File: config.mk
export PLATFORM = sky130hd
export DESIGN_NAME = fp_addsub_sequencer
export DESIGN_NICKNAME = d
export VERILOG_FILES = /design/src/rtl/fp_addsub_sequencer.sv
export SDC_FILE = /design/constraint.sdc
export NUM_CORES = 1
export LEC_CHECK = 0
export CORE_MARGIN = 5
export CORE_UTILIZATION = 48
export DETAILED_ROUTE_END_ITERATION = 8
export GPL_TIMING_DRIVEN = 0
export PLACE_DENSITY = 0.77
export SLEW_MARGIN = 30
export SYNTH_ARGS = -nofsm -noshare
export SYNTH_HDL_FRONTEND = slang
export SYNTH_SLANG_ARGS = --single-unit
File: constraint.sdc
create_clock -name clk -period 2.05 [get_ports clk]
set_input_delay 0.41 -clock clk [delete_from_list [all_inputs] [get_ports clk]]
set_output_delay 0.41 -clock clk [all_outputs]
set_load 0.02 [all_outputs]
File: src/rtl/fp_addsub_sequencer.sv
// Control sequencer for the single-precision FP add/sub/mult datapath.
// Steps align -> ALU -> normalize -> round -> (renormalize) -> done.
module fp_addsub_sequencer #(
    parameter int unsigned MAX_SHIFT = 26,
    parameter int unsigned MAX_NORM  = 24
) (
    input  logic       clk,
    input  logic       rst_n,
    input  logic       start,
    input  logic [1:0] op,
    input  logic [7:0] exp_diff,
    input  logic       carry,
    input  logic       norm_msb,
    input  logic       result_zero,
    input  logic       round_carry,
    input  logic       exp_overflow,
    output logic       smaller_exp_src,
    output logic [7:0] shift_right_qtt,
    output logic [1:0] operation,
    output logic       normalization_src,
    output logic       shift_src,
    output logic       norm_en,
    output logic       round_en,
    output logic       busy,
    output logic       done,
    output logic       overflow,
    output logic       illegal
);

    typedef enum logic [2:0] {
        S_IDLE,
        S_ALIGN,
        S_ALU,
        S_NORM,
        S_ROUND,
        S_DONE
    } state_t;

    localparam logic [7:0] MAX_SHIFT_W = 8'(MAX_SHIFT);
    localparam logic [7:0] MAX_NORM_W  = 8'(MAX_NORM);

    localparam logic [1:0] OP_MUL = 2'b10;
    localparam logic [1:0] OP_ILL = 2'b11;

    state_t     state_q, state_d;
    logic [1:0] op_q, op_d;
    logic [7:0] cnt_q, cnt_d;
    logic       renorm_q, renorm_d;
    logic       first_q, first_d;
    logic       ovf_q, ovf_d;
    logic       ill_q, ill_d;

    logic [7:0] abs_diff;
    logic [7:0] sat_diff;

    // Magnitude of the exponent difference, clamped to the shifter range;
    // -128 negates to 8'h80, which is above the clamp and saturates too.
    always_comb begin
        abs_diff = exp_diff[7] ? (~exp_diff + 8'd1) : exp_diff;
        sat_diff = (abs_diff > MAX_SHIFT_W) ? MAX_SHIFT_W : abs_diff;
    end

    // State and sequencing registers.
    always_ff @(posedge clk or negedge rst_n) begin
        if (!rst_n) begin
            state_q  <= S_IDLE;
            op_q     <= 2'b00;
            cnt_q    <= 8'd0;
            renorm_q <= 1'b0;
            first_q  <= 1'b0;
            ovf_q    <= 1'b0;
            ill_q    <= 1'b0;
        end else begin
            state_q  <= state_d;
            op_q     <= op_d;
            cnt_q    <= cnt_d;
            renorm_q <= renorm_d;
            first_q  <= first_d;
            ovf_q    <= ovf_d;
            ill_q    <= ill_d;
        end
    end

    // Next-state logic and datapath select decode.
    always_comb begin
        state_d           = state_q;
        op_d              = op_q;
        cnt_d             = cnt_q;
        renorm_d          = renorm_q;
        first_d           = first_q;
        ovf_d             = ovf_q;
        ill_d             = ill_q;
        smaller_exp_src   = 1'b0;
        shift_right_qtt   = 8'd0;
        operation         = 2'b00;
        normalization_src = 1'b0;
        shift_src         = 1'b0;
        norm_en           = 1'b0;
        round_en          = 1'b0;
        busy              = 1'b0;
        done              = 1'b0;
        overflow          = 1'b0;
        illegal           = 1'b0;

        unique case (state_q)
            S_IDLE: begin
                if (start) begin
                    op_d     = op;
                    cnt_d    = 8'd0;
                    renorm_d = 1'b0;
                    first_d  = 1'b0;
                    ovf_d    = 1'b0;
                    ill_d    = (op == OP_ILL);
                    if (op == OP_ILL) begin
                        state_d = S_DONE;
                    end else if (op == OP_MUL) begin
                        state_d = S_ALU;
                    end else begin
                        state_d = S_ALIGN;
                    end
                end
            end

            S_ALIGN: begin
                busy            = 1'b1;
                smaller_exp_src = ~exp_diff[7];
                shift_right_qtt = sat_diff;
                state_d         = S_ALU;
            end

            S_ALU: begin
                busy      = 1'b1;
                operation = op_q;
                first_d   = 1'b1;
                state_d   = S_NORM;
            end

            S_NORM: begin
                busy              = 1'b1;
                normalization_src = renorm_q;
                first_d           = 1'b0;
                if (exp_overflow) begin
                    ovf_d   = 1'b1;
                    state_d = S_DONE;
                end else if (carry && first_q) begin
                    norm_en   = 1'b1;
                    shift_src = 1'b1;
                end else if (result_zero) begin
                    state_d = S_ROUND;
                end else if (!norm_msb) begin
                    norm_en = 1'b1;
                    cnt_d   = cnt_q + 8'd1;
                    // Too many left shifts: mantissa is effectively zero.
                    if (cnt_q + 8'd1 >= MAX_NORM_W) begin
                        state_d = S_ROUND;
                    end
                end else begin
                    state_d = S_ROUND;
                end
            end

            S_ROUND: begin
                busy     = 1'b1;
                round_en = 1'b1;
                if (round_carry && !renorm_q) begin
                    normalization_src = 1'b1;
                    renorm_d          = 1'b1;
                    cnt_d             = 8'd0;
                    state_d           = S_NORM;
                end else begin
                    state_d = S_DONE;
                end
            end

            S_DONE: begin
                done     = 1'b1;
                overflow = ovf_q;
                illegal  = ill_q;
                state_d  = S_IDLE;
            end

            default: begin
                state_d = S_IDLE;
            end
        endcase
    end

endmodule

* After elaboration in Yosys (flattened, before gate mapping)
Cells that the tools add are included.
** Storage, ports and cells
- Output and inout port bits :: 19
- Word-level logic and storage cells :: 87
- Register bits after elaboration :: 17
** Operators by class
- Equality and inequality tests :: 16
- Add/subtract/negate cells :: 2
- Reductions and logical operators :: 15
- Mux-type cells :: 43
- Bitwise operators :: 2
- $lt $le $gt $ge :: 2
** Operator list (number)
- $mux 8 :: 9
- $mux 3 :: 8
- $pmux 8 s3 :: 1
- $mux 1 :: 18
- $add 8x1->8 const B :: 2
- $pmux 3 s5 :: 1
- $ne 2x2->1 const B :: 7
- $reduce_and 3->1 :: 3
- $ge 8x5->1 const B :: 1
- $gt 8x5->1 const B :: 1
- $not 8->8 :: 1
- $reduce_and 7->1 :: 1
- $eq 3x2->1 const B :: 2
- $eq 3x3->1 const B :: 2
- $pmux 1 s2 :: 3
- $reduce_bool 3->1 :: 2
- $ne 5x5->1 const B :: 1
- $eq 2x2->1 const B :: 2
- $mux 2 :: 2
- $reduce_and 2->1 :: 2
- $reduce_bool 2->1 :: 2
- $reduce_or 4->1 :: 1
- $eq 3x1->1 const B :: 1
- $logic_not 3->1 :: 1
- other kinds (5) :: 6

* Logic depth before layout (Yosys ltp)
- Word-level depth :: 8
- Mapped depth :: 7
- Depth with buffers taken out :: 7

* Worst setup path before layout
OpenSTA, ideal clock, no wires.
- Path kind :: input to output
- Start :: in exp_diff[0]
- End :: out shift_right_qtt[0]
- Path slack :: -0.223 ns
- Required time :: 1.640 ns
- Cell stages on the path :: 6
- Buffers on the path :: 0
- Arrival time :: 1.863 ns
- Cells stage by stage :: inv_1 ha_1 nor2_1 mux2i_1 o21ai_0 nor4b_1
** Between the ends
- Word-level cells in the longest chain between the ends :: 6
** Ends and longest elaborated chain
- from (decl) :: line 11 : input logic [7:0] exp_diff,
- $not 8->8 :: line 59 : abs_diff = exp_diff[7] ? (~exp_diff + 8'd1) : exp_diff;
- $add 8x1->8 :: line 59
- $mux 8 * :: line 59
- $gt 8x5->1 :: line 60 : sat_diff = (abs_diff > MAX_SHIFT_W) ? MAX_SHIFT_W : abs_diff;
- $mux 8 * :: line 60
- $mux 8 * :: line 105 : unique case (state_q)
- to (decl) :: line 18 : output logic [7:0] shift_right_qtt,
Mark *: on every way between the ends. The rest lies on a longest branch, timed or not.

* Worst setup path in the final report
- Start :: in exp_diff[0]
- End :: out shift_right_qtt[1]
The elaborated chain is that of the path after synthesis.

==> results.yml <==
run_status:
  outcome: "finished with violations"
  failed_checks: "setup timing"
clock_tree:
  ctsRootBufferMaster: "sky130_fd_sc_hd__clkbuf_4"
  clkLatencyLatePin_ns: 0.30
  cts-hold-fix-buffers: 0
  clock_tree_from_tritoncts: "done"
  clkTransAtPathRegs_ns: 0.11
  clockBufferDepth: 2
  cts_buffers: 3
  cts-htree-levels: 1
  clock-sinks: 17
finish:
  fillCellCount: 205
  nets: 237
  area_of_combinational_cells_with_multiple_inputs_um2: 1010
  drive_gt1_share_pct: 38.1
  most-common-layout-cells: "sky130_fd_sc_hd__buf_4, sky130_fd_sc_hd__nand2_1, sky130_fd_sc_hd__dfrtp_1, sky130_fd_sc_hd__o21ai_0, sky130_fd_sc_hd__nor2_1"
  flow.area_growth_from_synthesis_pct: 50.0
  final_common_cell: "sky130_fd_sc_hd__buf_4"
  antenna_cells_inserted: 0
  area.sequential_um2: 427
critical_path:
  r2r_slack_ns: 0.14
  r2r-end: "state_q[2]$_DFFE_PN0P_"
  arrival_ns: 1.70
  timing.critical_path.fanout_max: 3
  critical_path_sink_type: "output port"
  startpoint_type_of_the_worst_setup_path: "input pin"
  worst_r2r_path_depth: 6
  worst-setup-path-type: "in -> out"
  required_arrival_time_at_the_worst_endpoint_ns: 1.64
  reg2reg_from: "cnt_q[0]$_DFFE_PN0P_"
  cp-startpoint: "exp_diff[0]"
worst_hold_path:
  hold_end: "op_q[1]$_DFFE_PN0P_"
  hold_class: "reg -> reg"
  min-delay-start: "op_q[1]$_DFFE_PN0P_"
  hold_path_depth: 1
logic_synthesis:
  post_synth_edffs: 0
  yosysSeqAreaShare_pct: 32.4
  synthesized_flop_and_latch_total: 17
  post_synth.cell_area_avg_um2: 8.06
  number_of_standard_cells_after_synthesis: 163
  yosys_warnings: 0
  synth_async_reset_ratio_pct: 100
  synthDistinctLibCells: 47
  yosys_most_used_dff: "sky130_fd_sc_hd__dfrtp_1"
  netlist_area_um2: 1310
placement:
  finalWeightedCongestion: 0.837
  placement.io_buffers: 33
  hpwl_um: 2620
pwr:
  vdd.ir_drop.worst_uv: 1070
  power-per-cell-area_nw_per_um2: 962
  p_leak_nw: 0.936
  power_mw: 1.90
timing:
  timing.hold.ws_ns: 0.511
  setup_viol: 2
  min_period_over_period_pct: 103
  totalNegativeSetupSlack_ns: -0.0745
  rsz0062_at_grt: "true"
  slew_headroom_pct: 45.8
  finalCriticalPeriod_ns: 2.11
  timing.final.hold_violations: 0
  finClkSkew_ns: 0.00667
  final_max_slew_viol_count: 0
  post-route-worst-setup-slack_ns: -0.0578
  highest_achievable_clock_rate_ghz: 0.474
  tightest_slew_ns: 0.811
routing:
  drt_pass1_iterations: 4
  route.vias.total: 1404
  drt-vias-per-instance: 5.71
  ant_nets: 0
  drt-wirelength-per-cell_um: 16.0
  drc: 0
  detailedRoute.firstIterationViolations: 73
  routed_wirelength_um: 3930
global_route:
  grt_overflow: 0
  first_global_vias: 1418
  aggregate_global_route_resource_usage_pct: 20.0
  pin_count_of_the_biggest_net_entering_global_routing: 18
  met3_usage_pct: 3.60
  grt_use_met1_pct: 26.1
  busiest_metal_layer_after_global_routing: "met2"
  antenna_found_initial: 0
  use_met2_pct: 33.7
  grt_pass1_wl_um: 6550
floorplan:
  dieArea_um2: 3880
  start_util_pct: 48.9
  die_height_um: 62.3
  die_w_um: 62.3
  top_level_ports: 37
  fp-row-count: 19
  core_um2: 2690
flow_run:
  timing.max_cap.violations: 0
-- routing by layer --
| metal | vias up | part of all wire, % |
|---|---|---|
| met1 | 660 | 45 |
| met2 | 47 | 49 |
| li1 | 690 | - |
| met3 | 7 | 4.6 |
| met5 | - | 0 |
| met4 | 0 | 1.3 |
-- how the worst max path moves through the flow --
stage	slack [ns]	cells after the start	end
floorplan	-0.03	6	shift_right_qtt[1]
global placement	-1.11	8	shift_right_qtt[1]
detailed placement	-1.16	8	shift_right_qtt[1]
CTS	-0.06	8	shift_right_qtt[1]
global route	-0.13	7	shift_right_qtt[0]
finish	-0.06	8	shift_right_qtt[1]
-- state kept, by name, indices dropped and copies added (netlist names) --
signal and cells:
cnt_q 8, ill_q 1, state_q 3, op_q 2, renorm_q 1, ovf_q 1, first_q 1
-- worst max-delay path, stage by stage --
cell and delay, ns:
sky130_fd_sc_hd__buf_12 0.10, sky130_fd_sc_hd__inv_6 0.03, sky130_fd_sc_hd__ha_4 0.15, sky130_fd_sc_hd__nand2b_4 0.16
sky130_fd_sc_hd__xnor2_4 0.16, sky130_fd_sc_hd__or3b_4 0.40, sky130_fd_sc_hd__a31oi_2 0.13, sky130_fd_sc_hd__buf_4 0.16
-- synth_stat cells (4+ instances only) --
cell	number	area share [%]
sky130_fd_sc_hd__nand3_1	4	1.5
sky130_fd_sc_hd__dfrtp_1	17	32
sky130_fd_sc_hd__a21oi_1	9	3.4
sky130_fd_sc_hd__nand2b_1	4	1.9
sky130_fd_sc_hd__nor3_1	4	1.5
sky130_fd_sc_hd__nor2_1	13	3.7
sky130_fd_sc_hd__and3_1	5	2.4
sky130_fd_sc_hd__inv_1	5	1.4
sky130_fd_sc_hd__o21ai_0	16	6.1
sky130_fd_sc_hd__and2_1	4	1.9
sky130_fd_sc_hd__nor2b_1	4	1.9
sky130_fd_sc_hd__nand2_1	19	5.4
-- stage by stage --
| step | util [%] | setup slack [ns] | area, um^2 | cells |
|---|---|---|---|---|
| after floorplan | - | -0.0309 | 1340 | 165 |
| after global placement | 63.6 | -1.11 | 1710 | 229 |
| after detailed placement | 63.6 | -1.16 | 1710 | 229 |
| after CTS | 71.2 | -0.0646 | 1910 | 242 |
| after global routing | 73.4 | -0.125 | 1970 | 246 |
| final | 73.4 | -0.0578 | 1970 | 246 |
-- power breakdown --
group,switching (mW),total [mW],internal (mW)
Sequential,0.0680,0.494,0.426
Clock,0.116,0.189,0.0726
Combinational,0.650,1.21,0.563
Total,0.835,1.90,1.06
-- cell type report --
type / count / share of cell area [%]
buffer: 8 / 2.92
clock buffer: 3 / 1.14
clock inverter: 1 / 0.254
inverter: 5 / 1.33
multi-input combinational: 135 / 51.4
sequential: 17 / 21.7
tap: 31 / 1.97
timing repair buffer: 46 / 19.3
-- timing repair --
item,in CTS,in global routing
setup buffers,9,4
setup endpoints to repair,16,14
cloned,0,0
pin swaps,15,3
resized for setup,120,26
-- logic make-up after synthesis --
| kind of cell | after synthesis | synth area share (%) |
|---|---|---|
| simple gates | 72 | 29.7 |
| compound gates | 47 | 22.6 |
| flops | 17 | 32.4 |
| buf+inv | 13 | 4.76 |
| xor+xnor | 5 | 3.33 |
| mux | 5 | 4.10 |
| fa+ha+maj | 3 | 2.86 |
| other cells | 1 | 0.285 |
Power figures use the tool's default switching activity.
